File: src/rtl/ex_mem_reg_if.sv
// EX/MEM pipeline register bus.
// Groups the EX-side inputs (stall/flush, ALU payload, controls) and the MEM-side
// registered outputs (payload, qualified controls, exception/EPC/trap counter).
// master: EX stage / hazard unit driving the register; slave: the register itself.
interface ex_mem_reg_if #(
  parameter int unsigned DATA_W = 32,
  parameter int unsigned CNT_W  = 8
);
  logic              stall_i;
  logic              flush_i;
  logic              valid_i;
  logic [DATA_W-1:0] pc_i;
  logic [DATA_W-1:0] alu_result_i;
  logic              zero_i;
  logic              overflow_i;
  logic              cout_i;
  logic [DATA_W-1:0] rt_data_i;
  logic [4:0]        write_reg_i;
  logic              reg_write_i;
  logic              mem_read_i;
  logic              mem_write_i;
  logic              mem_to_reg_i;
  logic              branch_i;
  logic              ovf_trap_i;

  logic              valid_o;
  logic [DATA_W-1:0] pc_o;
  logic [DATA_W-1:0] alu_result_o;
  logic [DATA_W-1:0] rt_data_o;
  logic              zero_o;
  logic              cout_o;
  logic [4:0]        write_reg_o;
  logic              reg_write_o;
  logic              mem_read_o;
  logic              mem_write_o;
  logic              mem_to_reg_o;
  logic              branch_taken_o;
  logic              exc_o;
  logic [DATA_W-1:0] epc_o;
  logic [CNT_W-1:0]  ovf_cnt_o;

  modport master (
    output stall_i, flush_i, valid_i, pc_i, alu_result_i, zero_i, overflow_i, cout_i,
           rt_data_i, write_reg_i, reg_write_i, mem_read_i, mem_write_i, mem_to_reg_i,
           branch_i, ovf_trap_i,
    input  valid_o, pc_o, alu_result_o, rt_data_o, zero_o, cout_o, write_reg_o,
           reg_write_o, mem_read_o, mem_write_o, mem_to_reg_o, branch_taken_o, exc_o,
           epc_o, ovf_cnt_o
  );

  modport slave (
    input  stall_i, flush_i, valid_i, pc_i, alu_result_i, zero_i, overflow_i, cout_i,
           rt_data_i, write_reg_i, reg_write_i, mem_read_i, mem_write_i, mem_to_reg_i,
           branch_i, ovf_trap_i,
    output valid_o, pc_o, alu_result_o, rt_data_o, zero_o, cout_o, write_reg_o,
           reg_write_o, mem_read_o, mem_write_o, mem_to_reg_o, branch_taken_o, exc_o,
           epc_o, ovf_cnt_o
  );
endinterface

File: src/rtl/ex_mem_reg.sv
// EX/MEM pipeline register.
// Captures the ALU result/flags and the MEM/WB controls of the EX instruction with
// one cycle of latency. Priority per edge: flush > stall > load. Signed overflow on
// a trapping instruction suppresses side effects, pulses exc_o for one cycle,
// records the EPC and bumps a saturating trap counter.
// Ports:
//   clk_i  - clock, rising edge
//   rst_i  - asynchronous reset, active low
//   bus    - ex_mem_reg_if.slave: EX-side inputs and MEM-side registered outputs
module ex_mem_reg #(
  parameter int unsigned DATA_W = 32,
  parameter int unsigned CNT_W  = 8
) (
  input logic         clk_i,
  input logic         rst_i,
  ex_mem_reg_if.slave bus
);

  logic              valid_q, valid_d;
  logic [DATA_W-1:0] pc_q, pc_d;
  logic [DATA_W-1:0] alu_q, alu_d;
  logic [DATA_W-1:0] rt_q, rt_d;
  logic              zero_q, zero_d;
  logic              cout_q, cout_d;
  logic [4:0]        wr_q, wr_d;
  logic              rw_q, rw_d;
  logic              mr_q, mr_d;
  logic              mw_q, mw_d;
  logic              m2r_q, m2r_d;
  logic              bt_q, bt_d;
  logic              exc_q, exc_d;
  logic [DATA_W-1:0] epc_q, epc_d;
  logic [CNT_W-1:0]  cnt_q, cnt_d;

  logic load;
  logic trap;

  assign load = ~bus.flush_i & ~bus.stall_i;
  assign trap = load & bus.valid_i & bus.ovf_trap_i & bus.overflow_i;

  always_comb begin
    valid_d = valid_q;
    pc_d    = pc_q;
    alu_d   = alu_q;
    rt_d    = rt_q;
    zero_d  = zero_q;
    cout_d  = cout_q;
    wr_d    = wr_q;
    rw_d    = rw_q;
    mr_d    = mr_q;
    mw_d    = mw_q;
    m2r_d   = m2r_q;
    bt_d    = bt_q;
    epc_d   = epc_q;
    cnt_d   = cnt_q;
    // The pulse is only ever set by a trap load, so stall and flush both clear it.
    exc_d   = 1'b0;

    if (bus.flush_i) begin
      // Bubble: kill validity and all side-effect controls; data fields just hold.
      valid_d = 1'b0;
      rw_d    = 1'b0;
      mr_d    = 1'b0;
      mw_d    = 1'b0;
      m2r_d   = 1'b0;
      bt_d    = 1'b0;
    end else if (load) begin
      valid_d = bus.valid_i;
      pc_d    = bus.pc_i;
      alu_d   = bus.alu_result_i;
      rt_d    = bus.rt_data_i;
      zero_d  = bus.zero_i;
      cout_d  = bus.cout_i;
      wr_d    = bus.write_reg_i;
      // $zero is never a write-back target.
      rw_d    = bus.valid_i & bus.reg_write_i & (bus.write_reg_i != 5'd0) & ~trap;
      mr_d    = bus.valid_i & bus.mem_read_i & ~trap;
      mw_d    = bus.valid_i & bus.mem_write_i & ~trap;
      m2r_d   = bus.valid_i & bus.mem_to_reg_i;
      bt_d    = bus.valid_i & bus.branch_i & bus.zero_i & ~trap;
      exc_d   = trap;
      if (trap) begin
        epc_d = bus.pc_i;
        if (cnt_q != {CNT_W{1'b1}}) begin
          cnt_d = cnt_q + CNT_W'(1);
        end
      end
    end
  end

  always_ff @(posedge clk_i or negedge rst_i) begin
    if (!rst_i) begin
      valid_q <= 1'b0;
      pc_q    <= '0;
      alu_q   <= '0;
      rt_q    <= '0;
      zero_q  <= 1'b0;
      cout_q  <= 1'b0;
      wr_q    <= '0;
      rw_q    <= 1'b0;
      mr_q    <= 1'b0;
      mw_q    <= 1'b0;
      m2r_q   <= 1'b0;
      bt_q    <= 1'b0;
      exc_q   <= 1'b0;
      epc_q   <= '0;
      cnt_q   <= '0;
    end else begin
      valid_q <= valid_d;
      pc_q    <= pc_d;
      alu_q   <= alu_d;
      rt_q    <= rt_d;
      zero_q  <= zero_d;
      cout_q  <= cout_d;
      wr_q    <= wr_d;
      rw_q    <= rw_d;
      mr_q    <= mr_d;
      mw_q    <= mw_d;
      m2r_q   <= m2r_d;
      bt_q    <= bt_d;
      exc_q   <= exc_d;
      epc_q   <= epc_d;
      cnt_q   <= cnt_d;
    end
  end

  assign bus.valid_o        = valid_q;
  assign bus.pc_o           = pc_q;
  assign bus.alu_result_o   = alu_q;
  assign bus.rt_data_o      = rt_q;
  assign bus.zero_o         = zero_q;
  assign bus.cout_o         = cout_q;
  assign bus.write_reg_o    = wr_q;
  assign bus.reg_write_o    = rw_q;
  assign bus.mem_read_o     = mr_q;
  assign bus.mem_write_o    = mw_q;
  assign bus.mem_to_reg_o   = m2r_q;
  assign bus.branch_taken_o = bt_q;
  assign bus.exc_o          = exc_q;
  assign bus.epc_o          = epc_q;
  assign bus.ovf_cnt_o      = cnt_q;

endmodule

File: src/flat_wrapper.sv
// flat-port wrapper written by rule: the top's interface ports become plain ports
module ex_mem_reg_flat 
#(
  parameter int unsigned DATA_W = 32,
  parameter int unsigned CNT_W  = 8
)
  (clk_i, rst_i, bus_stall_i, bus_flush_i, bus_valid_i, bus_pc_i, bus_alu_result_i, bus_zero_i, bus_overflow_i, bus_cout_i, bus_rt_data_i, bus_write_reg_i, bus_reg_write_i, bus_mem_read_i, bus_mem_write_i, bus_mem_to_reg_i, bus_branch_i, bus_ovf_trap_i, bus_valid_o, bus_pc_o, bus_alu_result_o, bus_rt_data_o, bus_zero_o, bus_cout_o, bus_write_reg_o, bus_reg_write_o, bus_mem_read_o, bus_mem_write_o, bus_mem_to_reg_o, bus_branch_taken_o, bus_exc_o, bus_epc_o, bus_ovf_cnt_o);
  ex_mem_reg_if #(.DATA_W(DATA_W), .CNT_W(CNT_W)) bus_i ();
  input logic clk_i;
  input logic rst_i;
  input wire logic [$bits(bus_i.stall_i)-1:0] bus_stall_i;
  input wire logic [$bits(bus_i.flush_i)-1:0] bus_flush_i;
  input wire logic [$bits(bus_i.valid_i)-1:0] bus_valid_i;
  input wire logic [$bits(bus_i.pc_i)-1:0] bus_pc_i;
  input wire logic [$bits(bus_i.alu_result_i)-1:0] bus_alu_result_i;
  input wire logic [$bits(bus_i.zero_i)-1:0] bus_zero_i;
  input wire logic [$bits(bus_i.overflow_i)-1:0] bus_overflow_i;
  input wire logic [$bits(bus_i.cout_i)-1:0] bus_cout_i;
  input wire logic [$bits(bus_i.rt_data_i)-1:0] bus_rt_data_i;
  input wire logic [$bits(bus_i.write_reg_i)-1:0] bus_write_reg_i;
  input wire logic [$bits(bus_i.reg_write_i)-1:0] bus_reg_write_i;
  input wire logic [$bits(bus_i.mem_read_i)-1:0] bus_mem_read_i;
  input wire logic [$bits(bus_i.mem_write_i)-1:0] bus_mem_write_i;
  input wire logic [$bits(bus_i.mem_to_reg_i)-1:0] bus_mem_to_reg_i;
  input wire logic [$bits(bus_i.branch_i)-1:0] bus_branch_i;
  input wire logic [$bits(bus_i.ovf_trap_i)-1:0] bus_ovf_trap_i;
  output wire logic [$bits(bus_i.valid_o)-1:0] bus_valid_o;
  output wire logic [$bits(bus_i.pc_o)-1:0] bus_pc_o;
  output wire logic [$bits(bus_i.alu_result_o)-1:0] bus_alu_result_o;
  output wire logic [$bits(bus_i.rt_data_o)-1:0] bus_rt_data_o;
  output wire logic [$bits(bus_i.zero_o)-1:0] bus_zero_o;
  output wire logic [$bits(bus_i.cout_o)-1:0] bus_cout_o;
  output wire logic [$bits(bus_i.write_reg_o)-1:0] bus_write_reg_o;
  output wire logic [$bits(bus_i.reg_write_o)-1:0] bus_reg_write_o;
  output wire logic [$bits(bus_i.mem_read_o)-1:0] bus_mem_read_o;
  output wire logic [$bits(bus_i.mem_write_o)-1:0] bus_mem_write_o;
  output wire logic [$bits(bus_i.mem_to_reg_o)-1:0] bus_mem_to_reg_o;
  output wire logic [$bits(bus_i.branch_taken_o)-1:0] bus_branch_taken_o;
  output wire logic [$bits(bus_i.exc_o)-1:0] bus_exc_o;
  output wire logic [$bits(bus_i.epc_o)-1:0] bus_epc_o;
  output wire logic [$bits(bus_i.ovf_cnt_o)-1:0] bus_ovf_cnt_o;
  assign bus_i.stall_i = bus_stall_i;
  assign bus_i.flush_i = bus_flush_i;
  assign bus_i.valid_i = bus_valid_i;
  assign bus_i.pc_i = bus_pc_i;
  assign bus_i.alu_result_i = bus_alu_result_i;
  assign bus_i.zero_i = bus_zero_i;
  assign bus_i.overflow_i = bus_overflow_i;
  assign bus_i.cout_i = bus_cout_i;
  assign bus_i.rt_data_i = bus_rt_data_i;
  assign bus_i.write_reg_i = bus_write_reg_i;
  assign bus_i.reg_write_i = bus_reg_write_i;
  assign bus_i.mem_read_i = bus_mem_read_i;
  assign bus_i.mem_write_i = bus_mem_write_i;
  assign bus_i.mem_to_reg_i = bus_mem_to_reg_i;
  assign bus_i.branch_i = bus_branch_i;
  assign bus_i.ovf_trap_i = bus_ovf_trap_i;
  assign bus_valid_o = bus_i.valid_o;
  assign bus_pc_o = bus_i.pc_o;
  assign bus_alu_result_o = bus_i.alu_result_o;
  assign bus_rt_data_o = bus_i.rt_data_o;
  assign bus_zero_o = bus_i.zero_o;
  assign bus_cout_o = bus_i.cout_o;
  assign bus_write_reg_o = bus_i.write_reg_o;
  assign bus_reg_write_o = bus_i.reg_write_o;
  assign bus_mem_read_o = bus_i.mem_read_o;
  assign bus_mem_write_o = bus_i.mem_write_o;
  assign bus_mem_to_reg_o = bus_i.mem_to_reg_o;
  assign bus_branch_taken_o = bus_i.branch_taken_o;
  assign bus_exc_o = bus_i.exc_o;
  assign bus_epc_o = bus_i.epc_o;
  assign bus_ovf_cnt_o = bus_i.ovf_cnt_o;
  ex_mem_reg #(.DATA_W(DATA_W), .CNT_W(CNT_W)) u_core (.clk_i(clk_i), .rst_i(rst_i), .bus(bus_i));
endmodule
File: config.mk
export PLATFORM = sky130hd
export DESIGN_NAME = ex_mem_reg_flat
export DESIGN_NICKNAME = d
export VERILOG_FILES = /design/src/rtl/ex_mem_reg_if.sv /design/src/rtl/ex_mem_reg.sv /design/src/flat_wrapper.sv
export SDC_FILE = /design/constraint.sdc
export NUM_CORES = 1
export LEC_CHECK = 0
export CAP_MARGIN = 20
export CORE_MARGIN = 5
export CORE_UTILIZATION = 36
export DETAILED_ROUTE_END_ITERATION = 10
export PLACE_DENSITY = 0.72
export SLEW_MARGIN = 20
export SYNTH_ARGS = -nofsm -noshare
export SYNTH_HDL_FRONTEND = slang
export SYNTH_SLANG_ARGS = --single-unit
File: constraint.sdc
create_clock -name clk_i -period 1.9 [get_ports clk_i]
set_input_delay 0.475 -clock clk_i [delete_from_list [all_inputs] [get_ports clk_i]]
set_output_delay 0.475 -clock clk_i [all_outputs]
set_load 0.05 [all_outputs]
==> impl_metrics.py <==
metrics = {
    "place": {
        "numPortBuffers": 264,
        "place_worst_setup_slack_ps": -212,
        "place_congestion": 0.842,
        "dp_hpwl_um": 11700,
    },
    "outcome": {
        "status": "finished clean",
    },
    "drt": {
        "dr.first_iter.drc_count": 115,
        "totalWireLength_um": 15200,
        "dr.pass1.iters": 4,
        "ant_nets": 0,
        "drc_errors": 0,
        "vias_per_cell": 4.60,
        "num_vias": 3980,
        "wl_per_cell_um": 17.6,
    },
    "layout": {
        "fin_nets": 753,
        "num_antenna_cells": 0,
        "multi_input_area_sq_um": 1830,
        "drive_above_1_share": 0.528,
        "areaGrowthSynthToFinish_pct": 58.1,
        "nFillCells": 1255,
        "regArea_sq_um": 3750,
    },
    "floorplan": {
        "start_util": 0.363,
        "die_h_um": 136,
        "io_pins": 265,
        "die-area_sq_um": 18400,
        "chipWidth_um": 136,
        "rows": 46,
        "core_sq_um": 15700,
    },
    "power_and_ir_drop": {
        "power.density_nw_per_um2": 1230,
        "ir_worst_vdd_uv": 626,
        "total_leakage_power_nw": 4.05,
        "total_power_w": 0.0110,
    },
    "cts": {
        "htreeDepth": 4,
        "post-cts-setup-buffer-count": 0,
        "cts.sinks": 150,
        "hold_buffers": 0,
        "cts-root-buf": "clkbuf_16",
        "path_clk_slew_ps": 60,
        "post_cts_resized": 0,
        "numCtsBuffers": 17,
        "clk_path_buf_depth": 2,
        "clock_latency_ps": 410,
        "cts_tree": "yes",
    },
    "synthesis": {
        "netlist_area_sq_um": 5680,
        "synth-seq-area-share": 0.661,
        "syn_avg_cell_area_sq_um": 16.5,
        "yosys_warnings": 0,
        "synth-seq-cells": 150,
        "synthCells": 345,
        "synth_area_leaders": "dfrtp_1 66%, mux2_2 27%, buf_2 0.97%",
        "synth.top_cell.area_share": 0.661,
        "synth_top_area_cell": "dfrtp_1",
        "synthDistinctLibCells": 26,
        "syn_nets": 461,
    },
    "job": {
        "max_cap_viol_count": 0,
    },
    "setup_path": {
        "critPathKind": "input port to flop",
        "cp-start-kind": "input port",
        "reg2reg_from": "u_core.bus.ovf_cnt_o[0]",
        "arrival_ps": 1980,
        "timing.rr.end": "u_core.bus.ovf_cnt_o[1]",
        "required_ps": 2190,
        "endpoint_kind": "flop",
        "cp_max_fo": 21,
        "r2r_slack_ps": 280,
        "reg2reg_depth": 5,
    },
    "sta": {
        "fin_crit_ps": 1690,
        "period_share": 0.890,
        "setup_viol": 0,
        "skew_ps": 4.89,
        "max_clock_freq_ghz": 0.591,
        "max-slew-margin-rel": 0.645,
        "worstMarginPinSlew_ps": 533,
        "fin_ws_ps": 209,
        "rsz0062_at_grt": "no",
        "slew_viol_final": 0,
        "final_hold_viol_count": 0,
    },
    "global_route": {
        "grt_pass1_wl_um": 23500,
        "track_usage": 0.165,
        "grt_max_degree": 51,
        "antenna_found_initial": 0,
        "grt_pass1_vias": 4456,
        "grt_overflow_total": 0,
    },
    "hold_path": {
        "hp-class": "input port to asynchronous set/reset pin",
    },
}
## registers in the layout, indices dropped and copies added (netlist names), 5 cells and up
signal,flops
u_core.bus.pc_o,32
u_core.bus.alu_result_o,32
u_core.bus.epc_o,32
u_core.bus.rt_data_o,32
u_core.bus.ovf_cnt_o,8
u_core.bus.write_reg_o,5
## per-stage QoR
stage	std cells	TNS (ps)	hold slack, ps	util	instance area, sq um
3_3_place_gp	834	-14700	467	0.537	8410
4_1_cts	866	0	26.8	0.573	8970
6_report	866	0	29.8	0.573	8970
3_5_place_dp	834	-14520	471	0.537	8410
2_1_floorplan	345	0	179	-	5680
5_1_grt	866	0	44.6	0.573	8970
## layer usage
metal  vias up  track usage  part of all wire  wire length, um
met1      1971        0.178              0.37             5560
met3        20       0.0736              0.11             1610
met4         0       0.0655             0.019              295
met2       171        0.282              0.51             7730
met5         -            0                 0                0
li1       1818            -                 -                -
## synthesized netlist by cell type
library cell	n
nand2b_1	1
nor3_1	1
a22o_1	2
nand3_1	2
mux2i_1	2
buf_2	11
buf_4	1
nor2_2	1
a21oi_1	2
a32o_1	2
nand2_1	6
nand4_1	2
ha_1	1
mux2_2	134
buf_6	3
and4_1	3
and3_1	4
mux2_1	4
nor2_1	4
nor2b_1	2
o21a_1	1
a22oi_1	1
xnor2_1	2
inv_1	2
dfrtp_1	150
nor4_2	1
## worst max-delay path by stage
stage                            startpoint                 endpoint  slack (ps)  cells after the start
floorplan           u_core.bus.ovf_cnt_o[0]  u_core.bus.ovf_cnt_o[1]         100                      5
global placement                bus_flush_i     u_core.bus.epc_o[31]        -200                      5
detailed placement              bus_flush_i     u_core.bus.epc_o[31]        -210                      5
CTS                             bus_flush_i     u_core.bus.epc_o[10]         230                      5
global route                    bus_flush_i  u_core.bus.ovf_cnt_o[7]         160                      5
finish                          bus_flush_i     u_core.bus.epc_o[24]         210                      5
## report_power, final
group / switching [W] / internal [W]
Sequential: 0.000296 / 0.00371
Clock: 0.00127 / 0.00191
Combinational: 0.00248 / 0.00134
Total: 0.00405 / 0.00696
## kinds of logic (layout without fill, tap and decap cells)
family,Yosys count,after routing,share of synthesized area
flops,150,150,0.661
buf+inv,17,322,0.0183
fa+ha+maj,1,1,0.00220
xor+xnor,2,2,0.00309
mux,140,140,0.277
compound gates,8,8,0.0110
simple gates,27,27,0.0271
## critical path, cell delays in order
cell and delay [ps]:
clkdlybuf4s50_1 460, nor2_4 130, and4_2 340, buf_12 200, mux2_2 360
## layout by cell type, fill, tap and decap left out, drive strengths merged, types with 2 or more instances in the layout
cell type / Yosys / final
nand4: 2 / 2
nor2: 5 / 5
inv: 2 / 4
nand3: 2 / 2
buf: 15 / 175
a21oi: 2 / 2
mux2i: 2 / 2
nor2b: 2 / 2
a32o: 2 / 2
mux2: 138 / 138
xnor2: 2 / 2
clkinv: 0 / 7
a22o: 2 / 2
and3: 4 / 4
and4: 3 / 3
nand2: 6 / 6
clkdlybuf4s50: 0 / 113
dfrtp: 150 / 150
clkbuf: 0 / 21
## final cells by class
| type | count | share of cell area |
|---|---|---|
| inverters | 2 | 0.000836 |
| repair buffers | 288 | 0.284 |
| flip-flops and latches | 150 | 0.418 |
| well taps | 216 | 0.0301 |
| multi-input cells | 178 | 0.204 |
| clock inverters | 11 | 0.0109 |
| clock buffers | 21 | 0.0524 |
Power figures use the tool's default switching activity.
